<file path="src/rtl/nts_ip_pkg.sv">
`default_nettype none
// ============================================================================
// Package : nts_ip_pkg
// Shared Ethernet/IPv4/UDP constants and the TX header FSM state type.
// Rev     : 1.0  initial release
// ============================================================================
package nts_ip_pkg;

  localparam logic [15:0] E_TYPE_IPV4     = 16'h0800;
  localparam logic [3:0]  IP_V4           = 4'h4;
  localparam logic [3:0]  IHL_MIN         = 4'h5;
  localparam logic [7:0]  IP_PROTO_UDP    = 8'h11;
  localparam int          HDR_WORDS       = 6;
  localparam logic [15:0] MAX_UDP_PAYLOAD = 16'd65507;

  localparam logic [15:0] IP_FLAGS_DF     = 16'h4000;
  localparam logic [15:0] UDP_HDR_BYTES   = 16'd8;
  localparam logic [15:0] IP_UDP_HDR_BYTES = 16'd28;

  typedef enum logic [1:0] {
    IDLE = 2'd0,
    CSUM = 2'd1,
    FOLD = 2'd2,
    EMIT = 2'd3
  } tx_hdr_state_t;

endpackage
`default_nettype wire

</file>
<file path="src/rtl/nts_ip_csum16.sv">
`default_nettype none
// ============================================================================
// Module : nts_ip_csum16
// Sequential 16-bit ones-complement accumulator with folded, inverted result.
// Rev    : 1.0  initial release
// ============================================================================
module nts_ip_csum16 (
  input  logic        i_clk,
  input  logic        i_areset,
  input  logic        i_clear,
  input  logic        i_add,
  input  logic [15:0] i_term,
  output logic [15:0] o_csum
);

  logic [19:0] r_acc;
  logic [16:0] w_fold1;
  logic [15:0] w_fold2;

  always_ff @(posedge i_clk or posedge i_areset) begin
    if (i_areset) begin
      r_acc <= '0;
    end else if (i_clear) begin
      r_acc <= '0;
    end else if (i_add) begin
      r_acc <= r_acc + {4'd0, i_term};
    end
  end

  // Second fold cannot carry out: the first fold is at most 17'h1000E.
  assign w_fold1 = {1'b0, r_acc[15:0]} + {13'd0, r_acc[19:16]};
  assign w_fold2 = w_fold1[15:0] + {15'd0, w_fold1[16]};
  assign o_csum  = ~w_fold2;

endmodule
`default_nettype wire

</file>
<file path="src/rtl/nts_ip_tx_header.sv">
`default_nettype none
// ============================================================================
// Module : nts_ip_tx_header
// Builds the 42-byte Ethernet/IPv4/UDP header as six 64-bit big-endian words.
// Rev    : 1.0  initial release
// ============================================================================
module nts_ip_tx_header
  import nts_ip_pkg::*;
#(
  parameter logic [7:0]  TTL         = 8'd64,
  parameter logic [15:0] IDENT_RESET = 16'h0000
) (
  input  logic        i_clk,
  input  logic        i_areset,
  input  logic        i_clear,
  input  logic        i_start,
  input  logic [15:0] i_payload_length,
  input  logic [47:0] i_dst_mac,
  input  logic [47:0] i_src_mac,
  input  logic [31:0] i_src_ip,
  input  logic [31:0] i_dst_ip,
  input  logic [15:0] i_src_port,
  input  logic [15:0] i_dst_port,
  input  logic        i_ready,
  output logic        o_busy,
  output logic        o_error,
  output logic        o_valid,
  output logic [63:0] o_data,
  output logic        o_last,
  output logic [7:0]  o_last_word_data_valid
);

  localparam logic [15:0] c_ver_ihl_tos = {IP_V4, IHL_MIN, 8'h00};
  localparam logic [3:0]  c_last_term   = 4'd8;
  localparam logic [2:0]  c_last_word   = 3'(HDR_WORDS - 1);

  tx_hdr_state_t r_state, w_state_next;

  logic        w_accept, w_reject, w_add, w_xfer, w_done;
  logic        w_valid;
  logic [15:0] w_term, w_csum;
  logic [63:0] w_word;

  logic        r_error;
  logic [3:0]  r_cnt;
  logic [2:0]  r_word;
  logic [15:0] r_ident, r_pkt_ident, r_total_len, r_udp_len, r_csum;
  logic [47:0] r_dst_mac, r_src_mac;
  logic [31:0] r_src_ip, r_dst_ip;
  logic [15:0] r_src_port, r_dst_port;

  always_ff @(posedge i_clk or posedge i_areset) begin
    if (i_areset) r_state <= IDLE;
    else          r_state <= w_state_next;
  end

  always_comb begin
    w_state_next = r_state;
    w_accept     = 1'b0;
    w_reject     = 1'b0;
    w_add        = 1'b0;
    w_xfer       = 1'b0;
    w_done       = 1'b0;
    case (r_state)
      IDLE: begin
        if (i_start) begin
          if (i_payload_length > MAX_UDP_PAYLOAD) begin
            w_reject = 1'b1;
          end else begin
            w_accept     = 1'b1;
            w_state_next = CSUM;
          end
        end
      end
      CSUM: begin
        w_add = 1'b1;
        if (r_cnt == c_last_term) w_state_next = FOLD;
      end
      FOLD: w_state_next = EMIT;
      EMIT: begin
        if (i_ready) begin
          w_xfer = 1'b1;
          if (r_word == c_last_word) begin
            w_done       = 1'b1;
            w_state_next = IDLE;
          end
        end
      end
      default: w_state_next = IDLE;
    endcase
    // Abort wins over everything, including the final word transfer.
    if (i_clear) begin
      w_state_next = IDLE;
      w_accept     = 1'b0;
      w_reject     = 1'b0;
      w_add        = 1'b0;
      w_xfer       = 1'b0;
      w_done       = 1'b0;
    end
  end

  always_comb begin
    w_term = '0;
    case (r_cnt)
      4'd0:    w_term = c_ver_ihl_tos;
      4'd1:    w_term = r_total_len;
      4'd2:    w_term = r_pkt_ident;
      4'd3:    w_term = IP_FLAGS_DF;
      4'd4:    w_term = {TTL, IP_PROTO_UDP};
      4'd5:    w_term = r_src_ip[31:16];
      4'd6:    w_term = r_src_ip[15:0];
      4'd7:    w_term = r_dst_ip[31:16];
      4'd8:    w_term = r_dst_ip[15:0];
      default: w_term = '0;
    endcase
  end

  nts_ip_csum16 u_csum (
    .i_clk    (i_clk),
    .i_areset (i_areset),
    .i_clear  (i_clear | w_accept),
    .i_add    (w_add),
    .i_term   (w_term),
    .o_csum   (w_csum)
  );

  always_ff @(posedge i_clk or posedge i_areset) begin
    if (i_areset) begin
      r_error     <= 1'b0;
      r_cnt       <= '0;
      r_word      <= '0;
      r_ident     <= IDENT_RESET;
      r_pkt_ident <= '0;
      r_total_len <= '0;
      r_udp_len   <= '0;
      r_csum      <= '0;
      r_dst_mac   <= '0;
      r_src_mac   <= '0;
      r_src_ip    <= '0;
      r_dst_ip    <= '0;
      r_src_port  <= '0;
      r_dst_port  <= '0;
    end else begin
      r_error <= w_reject;
      if (w_accept) begin
        r_cnt       <= '0;
        r_word      <= '0;
        r_pkt_ident <= r_ident;
        r_total_len <= i_payload_length + IP_UDP_HDR_BYTES;
        r_udp_len   <= i_payload_length + UDP_HDR_BYTES;
        r_dst_mac   <= i_dst_mac;
        r_src_mac   <= i_src_mac;
        r_src_ip    <= i_src_ip;
        r_dst_ip    <= i_dst_ip;
        r_src_port  <= i_src_port;
        r_dst_port  <= i_dst_port;
      end
      if (w_add) r_cnt <= r_cnt + 4'd1;
      if (r_state == FOLD && !i_clear) r_csum <= w_csum;
      if (w_xfer) r_word <= w_done ? 3'd0 : r_word + 3'd1;
      if (w_done) r_ident <= r_ident + 16'd1;
      if (i_clear) begin
        r_cnt  <= '0;
        r_word <= '0;
      end
    end
  end

  always_comb begin
    w_word = '0;
    case (r_word)
      3'd0:    w_word = {r_dst_mac, r_src_mac[47:32]};
      3'd1:    w_word = {r_src_mac[31:0], E_TYPE_IPV4, c_ver_ihl_tos};
      3'd2:    w_word = {r_total_len, r_pkt_ident, IP_FLAGS_DF, TTL, IP_PROTO_UDP};
      3'd3:    w_word = {r_csum, r_src_ip, r_dst_ip[31:16]};
      3'd4:    w_word = {r_dst_ip[15:0], r_src_port, r_dst_port, r_udp_len};
      default: w_word = '0;
    endcase
  end

  // Outputs derive from registered state so an async reset clears them at once.
  assign w_valid                = (r_state == EMIT);
  assign o_valid                = w_valid;
  assign o_busy                 = (r_state != IDLE);
  assign o_error                = r_error;
  assign o_last                 = w_valid && (r_word == c_last_word);
  assign o_data                 = w_valid ? w_word : 64'd0;
  assign o_last_word_data_valid = !w_valid ? 8'h00 : (o_last ? 8'hC0 : 8'hFF);

endmodule
`default_nettype wire

</file>
<file path="config.mk">
export PLATFORM = sky130hd
export DESIGN_NAME = nts_ip_tx_header
export DESIGN_NICKNAME = d
export VERILOG_FILES = /design/src/rtl/nts_ip_pkg.sv /design/src/rtl/nts_ip_csum16.sv /design/src/rtl/nts_ip_tx_header.sv
export SDC_FILE = /design/constraint.sdc
export NUM_CORES = 1
export LEC_CHECK = 0
export ABC_AREA = 1
export BUFFER_PORTS_ARGS = -buffer_cell sky130_fd_sc_hd__buf_2
export CAP_MARGIN = 20
export CORE_ASPECT_RATIO = 0.75
export CORE_MARGIN = 4
export CORE_UTILIZATION = 40
export CTS_CLUSTER_DIAMETER = 120
export CTS_CLUSTER_SIZE = 25
export DETAILED_ROUTE_END_ITERATION = 10
export SYNTH_ARGS = -nofsm -noshare
export SYNTH_HDL_FRONTEND = slang
export SYNTH_HIERARCHICAL = 1
export SYNTH_SLANG_ARGS = --single-unit
</file>
<file path="constraint.sdc">
create_clock -name i_clk -period 11.2 [get_ports i_clk]
set_input_delay 0.56 -clock i_clk [delete_from_list [all_inputs] [get_ports i_clk]]
set_output_delay 0.56 -clock i_clk [all_outputs]
set_load 0.01 [all_outputs]
</file>
Word level (Yosys, flattened, before mapping)
Cells that the tools add are included.
{"block": "totals", "regBits": 302, "input_bits": 213, "output_inout_bits": 76, "elab_cells": 97}
{"block": "op_classes", "n_addsub": 8, "magnitude_cmp": 1, "n_eq_ne": 21, "n_mux": 38, "bitwise": 2, "reduce_logical": 11}
{"op": "one-hot mux 64 bit (5 select lines)", "n": 1}
{"op": "one-hot mux 16 bit (9 select lines)", "n": 1}
{"op": "2-to-1 mux 64 bit", "n": 1}
{"op": "2-to-1 mux 20 bit", "n": 2}
{"op": "adder 20 x 16 -> 20 bit", "n": 1}
{"op": "adder 16 x 4 -> 17 bit", "n": 1}
{"op": "2-to-1 mux 1 bit", "n": 17}
{"op": "adder 16 x 1 -> 16 bit", "n": 1}
{"op": "adder 16 x 1 -> 16 bit, second input constant", "n": 1}
{"op": "adder 16 x 4 -> 16 bit, second input constant", "n": 1}
{"op": "adder 16 x 5 -> 16 bit, second input constant", "n": 1}
{"op": "== test 4 x 3 -> 1 bit, second input constant", "n": 4}
{"op": "> comparator 16 bit, second input constant", "n": 1}
{"op": "inverter 16 bit", "n": 1}
{"op": "2-to-1 mux 2 bit", "n": 6}
{"op": "2-to-1 mux 3 bit", "n": 4}
{"op": "2-to-1 mux 4 bit", "n": 3}
{"op": "!= test 3 bit, second input constant", "n": 4}
{"op": "== test 4 x 2 -> 1 bit, second input constant", "n": 2}
{"op": "2-to-1 mux 8 bit", "n": 1}
{"op": "one-hot mux 2 bit (4 select lines)", "n": 1}
{"op": "== test 3 x 2 -> 1 bit, second input constant", "n": 2}
{"op": "== test 3 bit, second input constant", "n": 2}
{"op": "2-to-1 mux 6 bit", "n": 1}
{"op": "17 further kinds", "n": 21}

Depth between registers and ports, before layout
Gate-level depths: netlist of run 1.
{"block": "logic_depth", "word_depth": 8, "mapped_depth": 20}

By module
The synthesis of run 1 kept the hierarchy.
{"module": "nts_ip_tx_header", "instances": 1, "cells_per_inst": 1912, "area_per_inst_um2": 14295.0}
{"module": "nts_ip_csum16", "instances": 1, "cells_per_inst": 468, "area_per_inst_um2": 2871.5}

Worst setup path before layout of run 1
Ideal clock, no wire load.
{"block": "synth_timing", "path_type": "reg2reg", "start": "reg u_csum.r_acc[16]", "end": "reg r_csum[12]", "setup_ns": 0.125, "t_arrival_ns": 2.901, "required_time_ns": 11.075, "slack_ns": 8.174, "stages_incl_launch_ff": 21, "path_buffers": 0, "period_less_slack_ns": 3.026, "path_cell_list": "dfrtp_1 > ha_1 > inv_1 > fa_1 > nor2_4 > nor2_4 > nor2_2 > nand2_1 > nor3_1 > ha_1 > ha_1 > inv_1 > nor2_1 > nand3_1 > nor2_2 > nand3_2 > nor2_4 > nand3_2 > nand2_1 > nand2_1 > mux2_2"}
{"block": "synth_via", "elab_chain_cells": 3}
{"element": "start: declaration", "line": "nts_ip_csum16.sv:16", "source": "logic [19:0] r_acc;"}
{"element": "start signal: assignment", "line": "nts_ip_csum16.sv:26", "source": "r_acc <= r_acc + {4'd0, i_term};"}
{"element": "adder 16 x 4 -> 17 bit", "line": "nts_ip_csum16.sv:31", "source": "assign w_fold1 = {1'b0, r_acc[15:0]} + {13'd0, r_acc[19:16]};"}
{"element": "adder 16 x 1 -> 16 bit", "line": "nts_ip_csum16.sv:32", "source": "assign w_fold2 = w_fold1[15:0] + {15'd0, w_fold1[16]};"}
{"element": "inverter 16 bit", "line": "nts_ip_csum16.sv:33", "source": "assign o_csum = ~w_fold2;"}
{"element": "via w_csum[12]", "line": "nts_ip_tx_header.sv:41", "source": "logic [15:0] w_term, w_csum;"}
{"element": "end signal: assignment", "line": "nts_ip_tx_header.sv:159", "source": "if (r_state == FOLD && !i_clear) r_csum <= w_csum;"}
{"element": "end: declaration", "line": "nts_ip_tx_header.sv:47", "source": "logic [15:0] r_ident, r_pkt_ident, r_total_len, r_udp_len, r_csum;"}
The timed path passes the listed nets, and every way through them passes these cells.
A chain may end at the register's enable or synchronous reset.

Worst setup path after layout of run 1
{"block": "layout_timing", "start": "reg r_word[0]", "end": "out o_data[47]"}
{"block": "layout_via", "elab_chain_cells": 3}
{"element": "start: declaration", "line": "nts_ip_tx_header.sv:46", "source": "logic [2:0] r_word;"}
{"element": "start signal: assignment", "line": "nts_ip_tx_header.sv:160", "source": "if (w_xfer) r_word <= w_done ? 3'd0 : r_word + 3'd1;"}
{"element": "== test 3 bit, or another cell as far along", "line": "nts_ip_tx_header.sv:171", "source": "case (r_word)"}
{"element": "one-hot mux 64 bit (5 select lines) *", "line": "nts_ip_tx_header.sv:171"}
{"element": "2-to-1 mux 64 bit *", "line": "nts_ip_tx_header.sv:187", "source": "assign o_data = w_valid ? w_word : 64'd0;"}
{"element": "end: declaration", "line": "nts_ip_tx_header.sv:28", "source": "output logic [63:0] o_data,"}
Mark *: on every way between the ends. The rest lies on a longest branch, timed or not.

==> results of run 1 <==
-- power by group through the flow --
stage          Clock, mW  Sequential, mW  Combinational (mW)
2_1_floorplan          0            1.77               0.968
3_3_place_gp           0            1.90                1.39
3_5_place_dp           0            1.91                1.39
4_1_cts            0.630            1.89                1.40
5_1_grt            0.666            1.95                1.58
6_report           0.614            1.90                1.41
-- worst max-delay path: cells and delay by family (launching register included) --
kind	cells	cell delay, ns
AO/OA/AOI/OAI	1	0.06
AND/OR/NAND/NOR	4	0.96
buffers and inverters	4	1.31
adder cells (fa/ha/maj)	1	0.19
flip-flops	1	0.43
-- area by class of cell --
| class | count | area (sq um) | area share, % |
|---|---|---|---|
| multi-input combinational | 1787 | 8347 | 43.37 |
| sequential | 300 | 7507 | 39.01 |
| timing repair buffer | 300 | 1564 | 8.126 |
| inverter | 192 | 733.2 | 3.810 |
| tap | 569 | 711.9 | 3.699 |
| clock buffer | 15 | 375.4 | 1.950 |
| antenna | 3 | 7.507 | 0.03901 |
-- sequential cells by signal (all words and copies together) (netlist names) --
register      cells
r_dst_mac        48
r_src_mac        48
r_dst_ip         32
r_src_ip         32
u_csum/r_acc     20
r_csum           16
r_dst_port       16
r_ident          16
r_pkt_ident      16
r_src_port       16
r_total_len      16
r_udp_len        14
r_cnt             4
r_word            3
r_state           2
o_error           1
-- stage by stage --
stage                     power, mW  worst slack (ns)  hold slack, ns  instances
after floorplan               2.739             2.918          0.4488       2380
after global placement        3.281             7.472          0.4611       3147
after detailed placement      3.301             7.496          0.4648       3147
after CTS                     3.920             7.142          0.1865       3162
after global routing          4.196             6.974          0.2036       3164
final                         3.931             7.110          0.1342       3166
-- layout by cell type, fill, tap and decap left out, types with 10 or more instances in the layout --
cell       Yosys  routed
inv_1        177     176
nor2_1       157     156
nand2_1     1097    1097
nand2_2       16      16
dfrtp_1      300     300
a21oi_1       67      67
nand4_1       34      34
buf_2         39     288
clkbuf_16      0      15
o21ai_0      123     123
mux2_2        16      16
xor2_1        24      24
buf_4         15      10
o22ai_1       29      29
xnor2_1       10      10
nor2_4         9      10
nand3_1       75      75
ha_1          40      40
a211oi_1      14      14
inv_2         12      12
-- per-layer routing --
metal / track usage (%) / share of wire [%] / vias to the layer above
met1: 45.61 / 49 / 8115
met3: 3.640 / 8.1 / 67
met4: 4.598 / 1.9 / 2
met2: 40.36 / 42 / 637
li1: - / - / 7886
met5: 0 / 0.010 / -
-- final timing paths --
check	start	endpoint	slack, ns
worst max-delay path	r_word[0]	o_data[47]	7.11
worst min-delay path	i_areset	r_dst_ip[26]	0.13
worst max register to register	u_csum/r_acc[16]	r_csum[12]	7.52
worst min register to register	r_dst_mac[27]	r_dst_mac[27]	0.49
max in group asynchronous	i_areset	r_pkt_ident[14]	9.51
min in group i_clk	i_dst_ip[23]	r_dst_ip[23]	0.21
-- cells by family (layout without fill, tap and decap cells) --
logic type | count (synthesis) | after routing
AOI/OAI and AO/OA | 262 | 262
xor gates and xnor gates | 34 | 34
adders and majority gates | 42 | 42
buffers and inverters | 293 | 507
DFF | 300 | 300
muxes | 16 | 16
other | 0 | 3
and+or+nand+nor | 1433 | 1433
==> out/metrics.yaml, run 1 <==
run_status: "complete, no violations"
cts_max_level: 1
final.period_utilization_pct: 36.52
cp_cell_sequence: "inv_1 > ha_1 > nand2_1 > inv_2 > buf_4 > nand2_1 > nand4_1 > a21oi_1 > nor2_1 > buf_2"
synth-adder-area-share_pct: 3.149
n_fill_cell: 4366
crit_top_cell: "nand2_1"
reg2reg_depth: 20
hold_buffers: 0
finalSetupTns_ns: 0
synth_most_common_cell: "nand2_1"
dp_hpwl_um: 50780
antenna_left: 0
clock-sinks: 300
startpoint_type: "register"
design_area_sq_um: 19250
yosys.area_share.xor_xnor_pct: 1.735
synth_compound_area_share_pct: 8.411
routed_via_density: 5.277
seq_power_share_pct: 48.5
ys_warn_count: 6
place_area_sq_um: 18840
power_density_nw_per_um2: 204.2
synthSimpleGateAreaFrac_pct: 34.19
grt_util_all_layers_pct: 28.12
netSwitchingPower_mw: 1.679
drtIter0Drc: 1749
first_pass_iters: 6
p_leak_nw: 10.12
endpoint_kind: "output pin"
ys_ff_latch: 300
finalSetupViolCount: 0
numPortBuffers: 288
rsz0062_at_grt: "no"
drc: 0
drive_above_1_share_pct: 15.38
final_core_util_pct: 45.60
hp-class: "in2async"
synth_commonest_cells: "nand2_1, dfrtp_1, inv_1"
synth-edff-count: 0
syn_area_sq_um: 17170
yosysSeqAreaShare_pct: 43.73
synth_top_area_share_pct: 43.73
tritoncts: "done"
wl_per_cell_um: 21.08
critPathMaxFanout: 38
die_w_um: 247.2
io-pin-count: 289
core_sq_um: 42210
cts_made_buffers: 15
grt_overflow: 0
ys_types: 49
postCtsSetupRepairBufs: 0
ir_drop_uv: 82.73
cpPeakStageDelay_ns: 0.58
timing.fmax_mhz: 244.5
synth_fp_nets: 2635
synth_area_leaders: "dfrtp_1, nand2_1, inv_1"
period_needed_ns: 4.090
grt_max_degree: 170
internal_power_mw: 2.251
fp-row-count: 65
syn_avg_cell_area_sq_um: 7.213
yosys-mux-area-fraction_pct: 1.050
syn2layout_area_growth_pct: 12.11
drv_slew: 0
slowest_stage: "buf_4"
insertion_delay_ns: 0.54
clock_path_buffers: 3
clockPowerShare_pct: 15.6
worst-setup-path-type: "reg2out"
dominantRegCellSynth: "dfrtp_1"
yosysTopAreaCell: "dfrtp_1"
final_nets: 2851
crit_arrival_ns: 3.53
critical_path_required_ns: 10.64
finalWirelength_um: 66730
fp.dieH_um: 187.4
hold_violations: 0
dr_total_vias: 16710
die-area_sq_um: 46330
p_sw_share_pct: 42.72
p_comb_share_pct: 35.9
gp_congestion: 0.9881
syn_inst: 2380
async_reset_ff_share_pct: 100.0
slew_headroom_pct: 26.31
grt_pass1_wl_um: 100100
initial_core_util_pct: 40.67
synth_top_family_by_area: "simple AND/OR/NAND/NOR gates"
antenna_found_initial: 3
clk_pin_slew_ns: 0.12
worst_pin_slew_ns: 1.105
ctsResizeCount: 0
cts_root_buf: "clkbuf_16"
drv_cap: 0
clock_skew_ns: 0.02855
grt_pass1_vias: 16060
Note: power is estimated with default switching activity, not from simulation.
==> run 2: changes to the inputs <==
--- a/config.mk
+++ b/config.mk
@@ -5,7 +5,7 @@
 export SDC_FILE = /design/constraint.sdc
 export NUM_CORES = 1
 export LEC_CHECK = 0
-export ABC_AREA = 1
+export ABC_AREA = 0
 export BUFFER_PORTS_ARGS = -buffer_cell sky130_fd_sc_hd__buf_2
 export CAP_MARGIN = 20
 export CORE_ASPECT_RATIO = 0.75
==> constraint.sdc (replaced) <==
create_clock -name i_clk -period 3.5 [get_ports i_clk]
set_input_delay 0.175 -clock i_clk [delete_from_list [all_inputs] [get_ports i_clk]]
set_output_delay 0.175 -clock i_clk [all_outputs]
set_load 0.01 [all_outputs]
==> out/metrics.yaml, run 2 <==
synth-edff-count: 0  # unchanged
startpoint_type: "register"
critPathMaxFanout: 3  # -92%
clock_skew_ns: 0.02431  # -0.004243 ns
clock_path_buffers: 3  # unchanged
grt_util_all_layers_pct: 27.49  # -0.63 points
grt_overflow: 0  # unchanged
critical_path_required_ns: 3.94  # -6.70 ns
timing.fmax_mhz: 296.6
slew_headroom_pct: 27.90  # +1.6 points
rsz0062_at_grt: "yes"
period_needed_ns: 3.372
drv_slew: 0  # unchanged
antenna_found_initial: 2  # -1
core_sq_um: 39730  # -5.9%
finalWirelength_um: 61090  # -8.5%
timing.final.ws_setup_ns: 0.1284  # -6.982 ns
first_pass_iters: 5  # -1
ir_drop_uv: 321.3  # +290%
power_density_nw_per_um2: 598.8  # +190%
cts_root_buf: "clkbuf_16"
slowest_stage: "a2111o_1"
syn_area_sq_um: 16180  # -5.7%
dp_hpwl_um: 44330  # -13%
crit_arrival_ns: 3.81  # +0.28 ns
numPortBuffers: 288  # unchanged
path_buf_inv: 1  # -3
wl_per_cell_um: 21.29  # +1.0%
p_leak_nw: 10.29  # +1.7%
ys_ff_latch: 300  # unchanged
synth_fp_nets: 2133  # -19%
run_status: "complete, no violations"
grt_max_degree: 93  # -45%
grt_pass1_vias: 15510  # -3.4%
insertion_delay_ns: 0.53  # about the same
synth_commonest_cells: "nand2_1, dfrtp_1, a22oi_1"
routed_via_density: 5.387  # +2.1%
final_nets: 2602  # -8.7%
syn_inst: 1878  # -21%
hp-class: "in2reg"
clk_pin_slew_ns: 0.11  # about the same
synth_area_leaders: "dfrtp_1, nand2_1, a22oi_1"
cp_cell_sequence: "inv_1 > ha_2 > and3b_1 > a222oi_1 > o211ai_1 > ha_2 > fa_2 > a21o_1 > a21oi_2 > o21ai_2 > a2111o_1 > a211oi_2 > nor3_1 > o21a_1"
post-place-ws_ns: -0.08213  # -7.578 ns
endpoint_kind: "register"
tritoncts: "done"
gp_congestion: 0.9150  # -7.4%
crit_top_cell: "ha_2"
worst_hold_slack_ns: 0.03283  # -0.1014 ns
drv_cap: 0  # unchanged
layout_common_cells: "nand2_1, dfrtp_1, buf_2, dlygate4sd3_1, a22oi_1"
initial_core_util_pct: 40.73  # +0.058 points
path_delay_family: "compound AO/OA/AOI/OAI gates"
hold_violations: 0  # unchanged
fin_cells: 2869  # -9.4%
drive_above_1_share_pct: 22.07  # +6.7 points
grt.busiest_layer: "met2"
clock-sinks: 300  # unchanged
final_common_cell: "nand2_1"
synth_most_common_cell: "nand2_1"
grtUsageMet2_pct: 42.05  # +1.7 points
antenna_left: 0  # unchanged
ys_types: 87  # +78%
ys_warn_count: 6  # unchanged
cpPeakStageDelay_ns: 0.44  # -0.14 ns
worst_pin_slew_ns: 1.077  # -0.02881 ns
drtIter0Drc: 1580  # -9.7%
yosysSeqAreaShare_pct: 46.40  # +2.7 points
worst-setup-path-type: "reg2reg"
cts_max_level: 1  # unchanged
cts_made_buffers: 15  # unchanged
grt_pass1_wl_um: 93050  # -7.0%
dr_total_vias: 15460  # -7.5%
dp.cells: 2643  # -16%
yosysTopAreaCell: "dfrtp_1"
synth_top_area_share_pct: 46.40  # +2.7 points
io-pin-count: 289  # unchanged
final.period_utilization_pct: 96.33
fp.dieH_um: 182.2  # -2.8%
dominantRegCellSynth: "dfrtp_1"
grt_use_met1_pct: 40.27  # -5.3 points
gr-usage-met3_pct: 5.681  # +2.0 points
drc: 0  # unchanged
die_w_um: 240.2  # -2.8%
fp-row-count: 63  # -3.1%
syn2layout_area_growth_pct: 30.48
n_fill_cell: 3652  # -16%
async_reset_ff_share_pct: 100.0  # unchanged
die-area_sq_um: 43770  # -5.5%
finalSetupViolCount: 0  # unchanged
syn_avg_cell_area_sq_um: 8.616  # +19%
reg.largest.list: "r_dst_mac x48, r_src_mac x48"
-- run 2: power by group --
group          switching [mW]  total (mW)  internal (mW)
clock network            1.16        1.95          0.788
logic                    2.46        4.32           1.85
registers                1.50        6.38           4.88
-- run 2: routing by layer --
metal,share of wire (%),vias to the layer above
met1,45,7504
met5,0,-
met4,2.7,0
met3,7.6,101
met2,44,592
li1,-,7259
-- run 2: logic make-up after synthesis --
logic type                 share of synthesized area [%]
muxes                                              3.928
adders and majority gates                          3.341
xor gates and xnor gates                           3.673
and+or+nand+nor                                    24.30
DFF                                                46.40
buffers and inverters                              4.562
AOI/OAI and AO/OA                                  13.80
-- run 2: worst register-to-register path, stage by stage (launching register included) --
cell,delay (ns)
dfrtp_1,0.39
inv_1,0.08
ha_2,0.19
and3b_1,0.20
a222oi_1,0.30
o211ai_1,0.18
ha_2,0.22
fa_2,0.34
a21o_1,0.17
a21oi_2,0.21
o21ai_2,0.09
a2111o_1,0.44
a211oi_2,0.22
nor3_1,0.08
o21a_1,0.16
-- run 2: area by class of cell --
type	instances	area (sq um)	area share [%]
multi-input cells	1418	8154	38.62
clock inverters	1	8.758	0.04148
clock buffers	16	379.1	1.796
repair buffers	573	4257	20.16
inverters	39	150.1	0.7112
diodes	2	5.005	0.02371
well taps	520	650.6	3.082
flip-flops and latches	300	7508	35.56
-- run 2: what timing repair did --
action                                 in CTS  in global routing
pin swaps                                   1                 21
gates resized for setup                     4                 35
gates cloned                                0                  0
hold buffers                              199                  0
setup buffers                               1                  7
endpoints found under the hold margin     235                  0
setup endpoints to repair                   3                 13
-- run 2: per-stage QoR --
stage                     cell area [sq um]  total power, mW  utilization, %  setup TNS (ns)
final                                 21110            12.64           53.14               0
after global routing                  21110            13.48           53.14         -0.1026
after CTS                             20880            12.55           52.56        -0.03373
after detailed placement              18470            10.42           46.50         -0.1688
after global placement                18470            10.35           46.50        -0.01205
after floorplan                       16190            8.408               -         -107.05
-- run 2: path summary, 6_finish.rpt --
| check | startpoint | end | slack (ns) | cells past startpoint |
|---|---|---|---|---|
| worst max-delay path | r_cnt[0] | u_csum/r_acc[12] | 0.13 | 14 |
| worst min-delay path | i_payload_length[10] | r_udp_len[10] | 0.03 | 3 |
| worst max register to register | r_cnt[0] | u_csum/r_acc[12] | 0.13 | 14 |
| worst min register to register | r_ident[15] | r_ident[15] | 0.47 | 1 |
| max in group asynchronous | i_areset | r_dst_mac[27] | 2.29 | 5 |
| min in group asynchronous | i_areset | r_src_mac[16] | 0.24 | 3 |
